**src/rtl/hazard_ctrl_if.sv**
```systemverilog
// hazard_ctrl_if: pipeline-side signals exchanged with the hazard/stall controller
interface hazard_ctrl_if;
  logic [31:0] id_instr;
  logic        id_valid;
  logic        ex_valid;
  logic        ex_mem_read;
  logic [4:0]  ex_rd;
  logic        ex_redirect;
  logic        mem_req;
  logic        mem_ready;
  logic        pc_write;
  logic        if_id_write;
  logic        if_id_flush;
  logic        id_ex_bubble;
  logic        pipe_hold;
  logic [1:0]  state_o;
  modport master (
    output id_instr, id_valid, ex_valid, ex_mem_read, ex_rd, ex_redirect, mem_req, mem_ready,
    input  pc_write, if_id_write, if_id_flush, id_ex_bubble, pipe_hold, state_o
  );
  modport slave (
    input  id_instr, id_valid, ex_valid, ex_mem_read, ex_rd, ex_redirect, mem_req, mem_ready,
    output pc_write, if_id_write, if_id_flush, id_ex_bubble, pipe_hold, state_o
  );
endinterface

```
**src/rtl/hazard_ctrl.sv**
```systemverilog
// hazard_ctrl: load-use stall, redirect flush and memory-wait freeze sequencer for the front end
// Optional HAZARD_CTRL_PERF_EN adds 32-bit ldstall/redirect/memwait cycle counters.
module hazard_ctrl #(
  parameter int LU_STALL_CYCLES = 1
) (
  input  logic        clk,
  input  logic        rst_n,
  hazard_ctrl_if.slave p
`ifdef HAZARD_CTRL_PERF_EN
  ,
  output logic [31:0] ldstall_cnt,
  output logic [31:0] redirect_cnt,
  output logic [31:0] memwait_cnt
`endif
);
  typedef enum logic [1:0] {RUN = 2'd0, LDSTALL = 2'd1, MEMWAIT = 2'd2} state_t;
  state_t     state_q, state_d;
  logic [1:0] lu_cnt_q, lu_cnt_d;
  logic       ret_ld_q, ret_ld_d;
  logic       rs1_used, rs2_used, hazard, memwait, redirect;
  logic       hold, flush, stall;
  logic [6:0] opc;
  logic       unused_bits;
  assign opc = p.id_instr[6:0];
  assign unused_bits = ^{p.id_instr[31:25], p.id_instr[14:7]};
  assign rs1_used = opc inside {7'b0010011, 7'b0000011, 7'b1100111, 7'b0100011,
                                7'b1100011, 7'b0110011, 7'b0011011, 7'b0111011};
  assign rs2_used = opc inside {7'b0100011, 7'b1100011, 7'b0110011, 7'b0111011};
  assign hazard = p.id_valid & p.ex_valid & p.ex_mem_read & (p.ex_rd != 5'd0) &
                  ((rs1_used & (p.id_instr[19:15] == p.ex_rd)) |
                   (rs2_used & (p.id_instr[24:20] == p.ex_rd)));
  assign memwait  = p.mem_req & ~p.mem_ready;
  assign redirect = p.ex_redirect & p.ex_valid;
  assign hold  = rst_n & memwait;
  assign flush = rst_n & ~memwait & redirect;
  assign p.pc_write     = rst_n & ~hold & ~stall;
  assign p.if_id_write  = rst_n & ~hold & ~stall;
  assign p.if_id_flush  = ~rst_n | flush;
  assign p.id_ex_bubble = ~rst_n | flush | stall;
  assign p.pipe_hold    = hold;
  assign p.state_o      = rst_n ? state_q : RUN;
  always_comb begin
    state_d  = state_q;
    lu_cnt_d = lu_cnt_q;
    ret_ld_d = ret_ld_q;
    stall    = 1'b0;
    if (!rst_n || hold) begin
      state_d  = hold ? MEMWAIT : state_q;
      ret_ld_d = hold ? ((state_q == MEMWAIT) ? ret_ld_q : (state_q == LDSTALL)) : ret_ld_q;
    end else if (flush) begin
      state_d  = RUN;
      lu_cnt_d = 2'd0;
      ret_ld_d = 1'b0;
    end else if (state_q == LDSTALL) begin
      stall    = 1'b1;
      state_d  = (lu_cnt_q == 2'd0) ? RUN : LDSTALL;
      lu_cnt_d = (lu_cnt_q == 2'd0) ? 2'd0 : lu_cnt_q - 2'd1;
    end else if (state_q == MEMWAIT && ret_ld_q) begin
      // resume the interrupted load-use stall with its count intact
      state_d  = LDSTALL;
      ret_ld_d = 1'b0;
    end else begin
      stall    = hazard;
      ret_ld_d = 1'b0;
      state_d  = (hazard && LU_STALL_CYCLES > 1) ? LDSTALL : RUN;
      lu_cnt_d = (hazard && LU_STALL_CYCLES > 1) ? 2'(LU_STALL_CYCLES - 2) : 2'd0;
    end
  end
  always_ff @(posedge clk) begin
    if (!rst_n) begin
      state_q  <= RUN;
      lu_cnt_q <= 2'd0;
      ret_ld_q <= 1'b0;
    end else begin
      state_q  <= state_d;
      lu_cnt_q <= lu_cnt_d;
      ret_ld_q <= ret_ld_d;
    end
  end
`ifdef HAZARD_CTRL_PERF_EN
  always_ff @(posedge clk) begin
    if (!rst_n) begin
      ldstall_cnt  <= 32'd0;
      redirect_cnt <= 32'd0;
      memwait_cnt  <= 32'd0;
    end else begin
      ldstall_cnt  <= ldstall_cnt + {31'd0, stall};
      redirect_cnt <= redirect_cnt + {31'd0, flush};
      memwait_cnt  <= memwait_cnt + {31'd0, hold};
    end
  end
`endif
endmodule

```
**src/flat_wrapper.sv**
```systemverilog
// flat-port wrapper written by rule: the top's interface ports become plain ports
module hazard_ctrl_flat 
#(
  parameter int LU_STALL_CYCLES = 1
)
  (clk, rst_n, p_id_instr, p_id_valid, p_ex_valid, p_ex_mem_read, p_ex_rd, p_ex_redirect, p_mem_req, p_mem_ready, p_pc_write, p_if_id_write, p_if_id_flush, p_id_ex_bubble, p_pipe_hold, p_state_o);
  hazard_ctrl_if p_i ();
  input  logic clk;
  input  logic rst_n;
  input wire logic [$bits(p_i.id_instr)-1:0] p_id_instr;
  input wire logic [$bits(p_i.id_valid)-1:0] p_id_valid;
  input wire logic [$bits(p_i.ex_valid)-1:0] p_ex_valid;
  input wire logic [$bits(p_i.ex_mem_read)-1:0] p_ex_mem_read;
  input wire logic [$bits(p_i.ex_rd)-1:0] p_ex_rd;
  input wire logic [$bits(p_i.ex_redirect)-1:0] p_ex_redirect;
  input wire logic [$bits(p_i.mem_req)-1:0] p_mem_req;
  input wire logic [$bits(p_i.mem_ready)-1:0] p_mem_ready;
  output wire logic [$bits(p_i.pc_write)-1:0] p_pc_write;
  output wire logic [$bits(p_i.if_id_write)-1:0] p_if_id_write;
  output wire logic [$bits(p_i.if_id_flush)-1:0] p_if_id_flush;
  output wire logic [$bits(p_i.id_ex_bubble)-1:0] p_id_ex_bubble;
  output wire logic [$bits(p_i.pipe_hold)-1:0] p_pipe_hold;
  output wire logic [$bits(p_i.state_o)-1:0] p_state_o;
  assign p_i.id_instr = p_id_instr;
  assign p_i.id_valid = p_id_valid;
  assign p_i.ex_valid = p_ex_valid;
  assign p_i.ex_mem_read = p_ex_mem_read;
  assign p_i.ex_rd = p_ex_rd;
  assign p_i.ex_redirect = p_ex_redirect;
  assign p_i.mem_req = p_mem_req;
  assign p_i.mem_ready = p_mem_ready;
  assign p_pc_write = p_i.pc_write;
  assign p_if_id_write = p_i.if_id_write;
  assign p_if_id_flush = p_i.if_id_flush;
  assign p_id_ex_bubble = p_i.id_ex_bubble;
  assign p_pipe_hold = p_i.pipe_hold;
  assign p_state_o = p_i.state_o;
  hazard_ctrl #(.LU_STALL_CYCLES(LU_STALL_CYCLES)) u_core (.clk(clk), .rst_n(rst_n), .p(p_i));
endmodule
```
**config.mk**
```make
export PLATFORM = sky130hd
export DESIGN_NAME = hazard_ctrl_flat
export DESIGN_NICKNAME = d
export VERILOG_FILES = /design/src/rtl/hazard_ctrl_if.sv /design/src/rtl/hazard_ctrl.sv /design/src/flat_wrapper.sv
export SDC_FILE = /design/constraint.sdc
export NUM_CORES = 1
export LEC_CHECK = 0
export BUFFER_PORTS_ARGS = -buffer_cell sky130_fd_sc_hd__buf_4
export CAP_MARGIN = 20
export CELL_PAD_IN_SITES_DETAIL_PLACEMENT = 1
export CELL_PAD_IN_SITES_GLOBAL_PLACEMENT = 1
export CORE_ASPECT_RATIO = 0.5
export CORE_MARGIN = 2
export CORE_UTILIZATION = 18
export DETAILED_ROUTE_END_ITERATION = 12
export GPL_ROUTABILITY_DRIVEN = 0
export PLACE_DENSITY_LB_ADDON = 0.15
export SYNTH_ARGS = -nofsm -noshare
export SYNTH_HDL_FRONTEND = slang
export SYNTH_SLANG_ARGS = --single-unit
```
**constraint.sdc**
```tcl
create_clock -name clk -period 1.1 [get_ports clk]
set_input_delay 0 -clock clk [delete_from_list [all_inputs] [get_ports clk]]
set_output_delay 0 -clock clk [all_outputs]
set_load 0.02 [all_outputs]
```
# Word-level counts from Yosys, hierarchy flattened
# Cells that the tools add are included.
# op_classes
reduce_logical	9
n_addsub	1
eq_ne	16
mux	20
n_bitwise	22
# op_table
operator	n
$eq 7x6->1 const B	3
$mux 2	9
$eq 7x5->1 const B	2
$eq 7x7->1 const B	2
$and 1x1->1	13
$mux 1	11
$eq 5x5->1	2
$reduce_bool 8->1	1
$eq 7x2->1 const B	1
$ne 3x1->1 const B	2
$not 1->1	6
$reduce_bool 5->1	1
$reduce_bool 4->1	1
$or 1x1->1	3
$reduce_and 3->1	1
$eq 2x1->1 const B	1
$eq 2x2->1 const B	1
$logic_not 2->1	1
$ne 2x1->1 const B	1
$ne 2x2->1 const B	1
$reduce_and 2->1	1
$sub 2x1->2 const B	1
$logic_and 1x1->1	1
$logic_not 1->1	1
$logic_or 1x1->1	1
# word_totals
reg_bits	5

# Logic depth before layout (Yosys ltp)
# depth
depth_word	11
ltp_mapped	6
ltp_nobuf	5

# Worst setup path before layout
# OpenSTA, ideal clock, no wires.
# synth_path
path_type	register to output
startpoint	register u_core.state_q[1]
endpoint	output port p_pc_write
stages_incl_launch_ff	6
arrival_time_ps	1488
path_buffers	1
required_ps	1100
setup_slack_ps	-388
path_cell_list	dfxtp_1 nand2b_1 a21oi_1 or2_2 a31oi_1 buf_4
# synth_via
elab_chain_len	8
# synth_rtl
item	line	rtl
from (decl)	hazard_ctrl.sv:17	state_t state_q, state_d;
from (signal assigned)	hazard_ctrl.sv:75	state_q <= state_d;
$eq 2x2->1	hazard_ctrl.sv:58	end else if (state_q == MEMWAIT && ret_ld_q) begin
$logic_and 1x1->1	hazard_ctrl.sv:58	
$mux 1	hazard_ctrl.sv:58	
$mux 1 *	hazard_ctrl.sv:54	end else if (state_q == LDSTALL) begin
$mux 1 *	hazard_ctrl.sv:50	end else if (flush) begin
$mux 1 *	hazard_ctrl.sv:47	if (!rst_n || hold) begin
$not 1->1 *	-	
$and 1x1->1 *	-	
to (decl)	flat_wrapper.sv:18	output wire logic [$bits(p_i.pc_write)-1:0] p_pc_write;
# Every way passes the cells marked *; elsewhere a longest branch is shown, timed or not.

# Worst setup path after layout
# layout_path
startpoint	register u_core.state_q[1]
endpoint	output port p_if_id_write
# layout_via
elab_chain_len	8
# layout_rtl
item	line	rtl
$eq 2x2->1	hazard_ctrl.sv:58	
$logic_and 1x1->1	hazard_ctrl.sv:58	
$mux 1	hazard_ctrl.sv:58	
$mux 1 *	hazard_ctrl.sv:54	
$mux 1 *	hazard_ctrl.sv:50	
$mux 1 *	hazard_ctrl.sv:47	
$not 1->1 *	hazard_ctrl.sv:37	assign p.if_id_write = rst_n & ~hold & ~stall;
$and 1x1->1 *	hazard_ctrl.sv:37	
to (decl)	flat_wrapper.sv:19	output wire logic [$bits(p_i.if_id_write)-1:0] p_if_id_write;
# Marks and branches as above.

==> flow_summary.yaml <==
clock_network:
  tritoncts_num_sinks: 5
  ctsHtreeMaxLevel: 1
  cts_inserted_buffers: 3
  tritoncts_clock_tree: "yes"
  clock_transition_at_the_registers_of_the_reported_paths_ns: 0.04
  insertion_delay_ns: 0.22
  clk_path_buf_depth: 2
  clock_tree.root_cell: "sky130_fd_sc_hd__clkbuf_8"
finish:
  nFillCells: 324
  final_net_count: 153
  antenna_fix_cells: 0
  layout-drive-gt1-share: 0.5701
  area_growth_syn_to_layout_pct: 102.7
timing:
  worst_slew_pin_slew_ns: 0.2787
  period_share: 1.136
  period_needed_ns: 1.250
  report.final.setup_viol: 3
  max_slew_margin: 0.8128
  worst_slack_ns: -0.1496
  timing.clock.skew_ns: 0.001274
  total_count_of_hold_check_failures_in_the_final_report: 0
  max_freq_ghz: 0.8003
  final_max_slew_viol_count: 0
  rsz0062_at_grt: "yes"
  final.hold.worst_slack_ns: 0.07788
synthesis:
  synth.top_cells.by_area: "sky130_fd_sc_hd__dfxtp_1 21%, sky130_fd_sc_hd__xnor2_1 13%, sky130_fd_sc_hd__nand2_1 6.4%"
  syn_area_per_cell_um2: 7.568
  asyncSetResetFlopFracSynth: 0
  synth-seq-cells: 5
  yosysSeqAreaShare: 0.2133
  yosys.area_share.adder: 0
  ys_warn_count: 0
  synth_compound_gate_area_share: 0.2107
  postSynthNetCount: 107
  combinational_family_with_the_most_area_after_synthesis: "simple AND/OR/NAND/NOR gates"
  yosys-mux-area-fraction: 0
  netlist_instances: 62
  ys_types: 27
  postSynth.topFlopCell: "sky130_fd_sc_hd__dfxtp_1"
  synth_area_in_xor_xnor: 0.1867
  synthesis.area_um2: 469.2
  synth_top_area_frac: 0.2133
  synth_enable_flop_cells: 0
  yosysMostFrequentCell: "sky130_fd_sc_hd__nand2_1"
  synth_top_cell_by_area: "sky130_fd_sc_hd__dfxtp_1"
  ys_top_cells_by_count: "8 x sky130_fd_sc_hd__nand2_1, 7 x sky130_fd_sc_hd__xnor2_1, 5 x sky130_fd_sc_hd__a21oi_1, 5 x sky130_fd_sc_hd__dfxtp_1"
  post_synth_and_or_nand_nor_area_fraction: 0.3627
die:
  fp.dieW_um: 76.21
  placementRows: 13
  core_area_mm2: 0.002537
  die-area_mm2: 0.003056
  ioPinCount: 52
  initial_utilization: 0.1849
  chipHeight_um: 40.10
drt:
  dr.pass1.iters: 3
  routed_wl_um: 1700
  avgRoutedWirePerCell_um: 11.81
  initialDrtViolationCount: 5
  num_vias: 611
  drc: 0
  final_antenna_net_count: 0
  routed_via_density: 4.243
outcome:
  outcome: "complete, but fails checks"
  violations: "setup timing"
job:
  max_cap_viol_count: 0
grt:
  number_of_global_route_vias_before_repair: 618
  remaining_global_route_overflow: 0
  antenna_found_initial: 0
  grt_max_degree: 11
  grt_first_pass_wirelength_um: 2746
  grt.total_usage: 0.1182
setup_path:
  critPathLaunchType: "flop"
  cp.arrival_ns: 1.25
  critical_path.max_stage_delay_ns: 0.32
  critical_path_peak_fanout: 3
  timing.critical_path.slowest_stage_cell: "sky130_fd_sc_hd__dfxtp_2"
  worst-endpoint-required_ns: 1.10
  cp_cell_sequence: "nand2b_4, a21oi_4, or2_4, a31oi_4, buf_6"
  setup.worst_path.class: "reg2out"
  endpoint_kind: "output pin"
  ff2ff_setup_slack_ns: 0
placement:
  pre_cts_ws_ns: -0.1404
  hpwlAfterDp_um: 1417
  numPortBuffers: 36
power_and_ir_drop:
  power.ir.vdd_worst_mv: 0.4215
  power_density_mw_per_mm2: 802.8
  total_leakage_power_nw: 0.3821
min_path:
  hold_class: "in2reg"
-- state kept, by name (all words and copies together) (netlist names) --
register and count:
u_core.lu_cnt_q 2, u_core.state_q 2, u_core.ret_ld_q 1
-- path summary, 6_finish.rpt --
kind | start | to | depth (start not counted)
max | u_core.state_q[1] | p_if_id_write | 5
max reg2reg | u_core.ret_ld_q | u_core.ret_ld_q | 5
min | rst_n | u_core.lu_cnt_q[1] | 3
min reg2reg | u_core.lu_cnt_q[1] | u_core.lu_cnt_q[1] | 2
-- logic make-up (layout without fill, tap and decap cells) --
| group | count (synthesis) | in the layout |
|---|---|---|
| flip-flops | 5 | 5 |
| AO/OA/AOI/OAI | 15 | 15 |
| XOR/XNOR | 10 | 10 |
| AND/OR/NAND/NOR | 30 | 30 |
| buffers and inverters | 2 | 47 |
-- repair_timing --
item / in CTS / in global routing
hold buffers: 0 / 0
gates resized for setup: 3 / 3
pin swaps: 2 / 2
setup buffers: 2 / 1
endpoints found under the setup margin: 3 / 6
-- layer usage --
metal  GRT usage  vias up  wire length (um)
met1      0.1260      287               658
met2      0.2323       13               948
li1            -      311                 -
met4     0.05455        0                 0
met5           0        -                 0
met3     0.03604        0                93
-- cell type report --
type | count | area [um^2] | share of cell area
clock buffers | 4 | 45.04 | 0.04737
multi-input cells | 55 | 424.2 | 0.4461
flip-flops and latches | 5 | 105.1 | 0.1105
well taps | 37 | 46.29 | 0.04868
repair buffers | 43 | 330.3 | 0.3474
-- power breakdown --
part / internal, mW / switching (mW) / total (mW)
Sequential: 0.182 / 0.000783 / 0.183
Combinational: 0.142 / 0.102 / 0.244
Clock: 0.249 / 0.0880 / 0.337
Total: 0.573 / 0.191 / 0.763
-- per-stage QoR --
step,setup TNS [ns],area [um^2],utilization,cells,total power [mW]
floorplan,-0.002932,524.3,-,62,0.2938
global placement,-0.2792,854.6,0.3368,137,0.4229
detailed placement,-0.3017,854.6,0.3368,137,0.4275
CTS,-0.5076,929.6,0.3664,143,0.7794
global route,-0.7702,950.9,0.3748,144,0.8163
finish,-0.4454,950.9,0.3748,144,0.7634
-- worst max-delay path, delay by kind of cell, from the launching register on --
kind / cells / cell delay [ns]
AO/OA/AOI/OAI: 2 / 0.20
buffers and inverters: 1 / 0.14
flip-flops: 1 / 0.32
AND/OR/NAND/NOR: 2 / 0.36
-- placed cells by master (no fill, tap or decap), types with 2 or more instances in the layout --
cell type and instances:
sky130_fd_sc_hd__a21oi_1 4, sky130_fd_sc_hd__and2_1 3, sky130_fd_sc_hd__buf_4 41, sky130_fd_sc_hd__buf_6 2, sky130_fd_sc_hd__clkbuf_8 3, sky130_fd_sc_hd__dfxtp_1 3, sky130_fd_sc_hd__nand2_1 8, sky130_fd_sc_hd__nand4_1 2
sky130_fd_sc_hd__nand4b_1 2, sky130_fd_sc_hd__nor2b_1 2, sky130_fd_sc_hd__o21ai_0 3, sky130_fd_sc_hd__xnor2_1 7, sky130_fd_sc_hd__xor2_1 3
(Power assumes the default switching activity.)
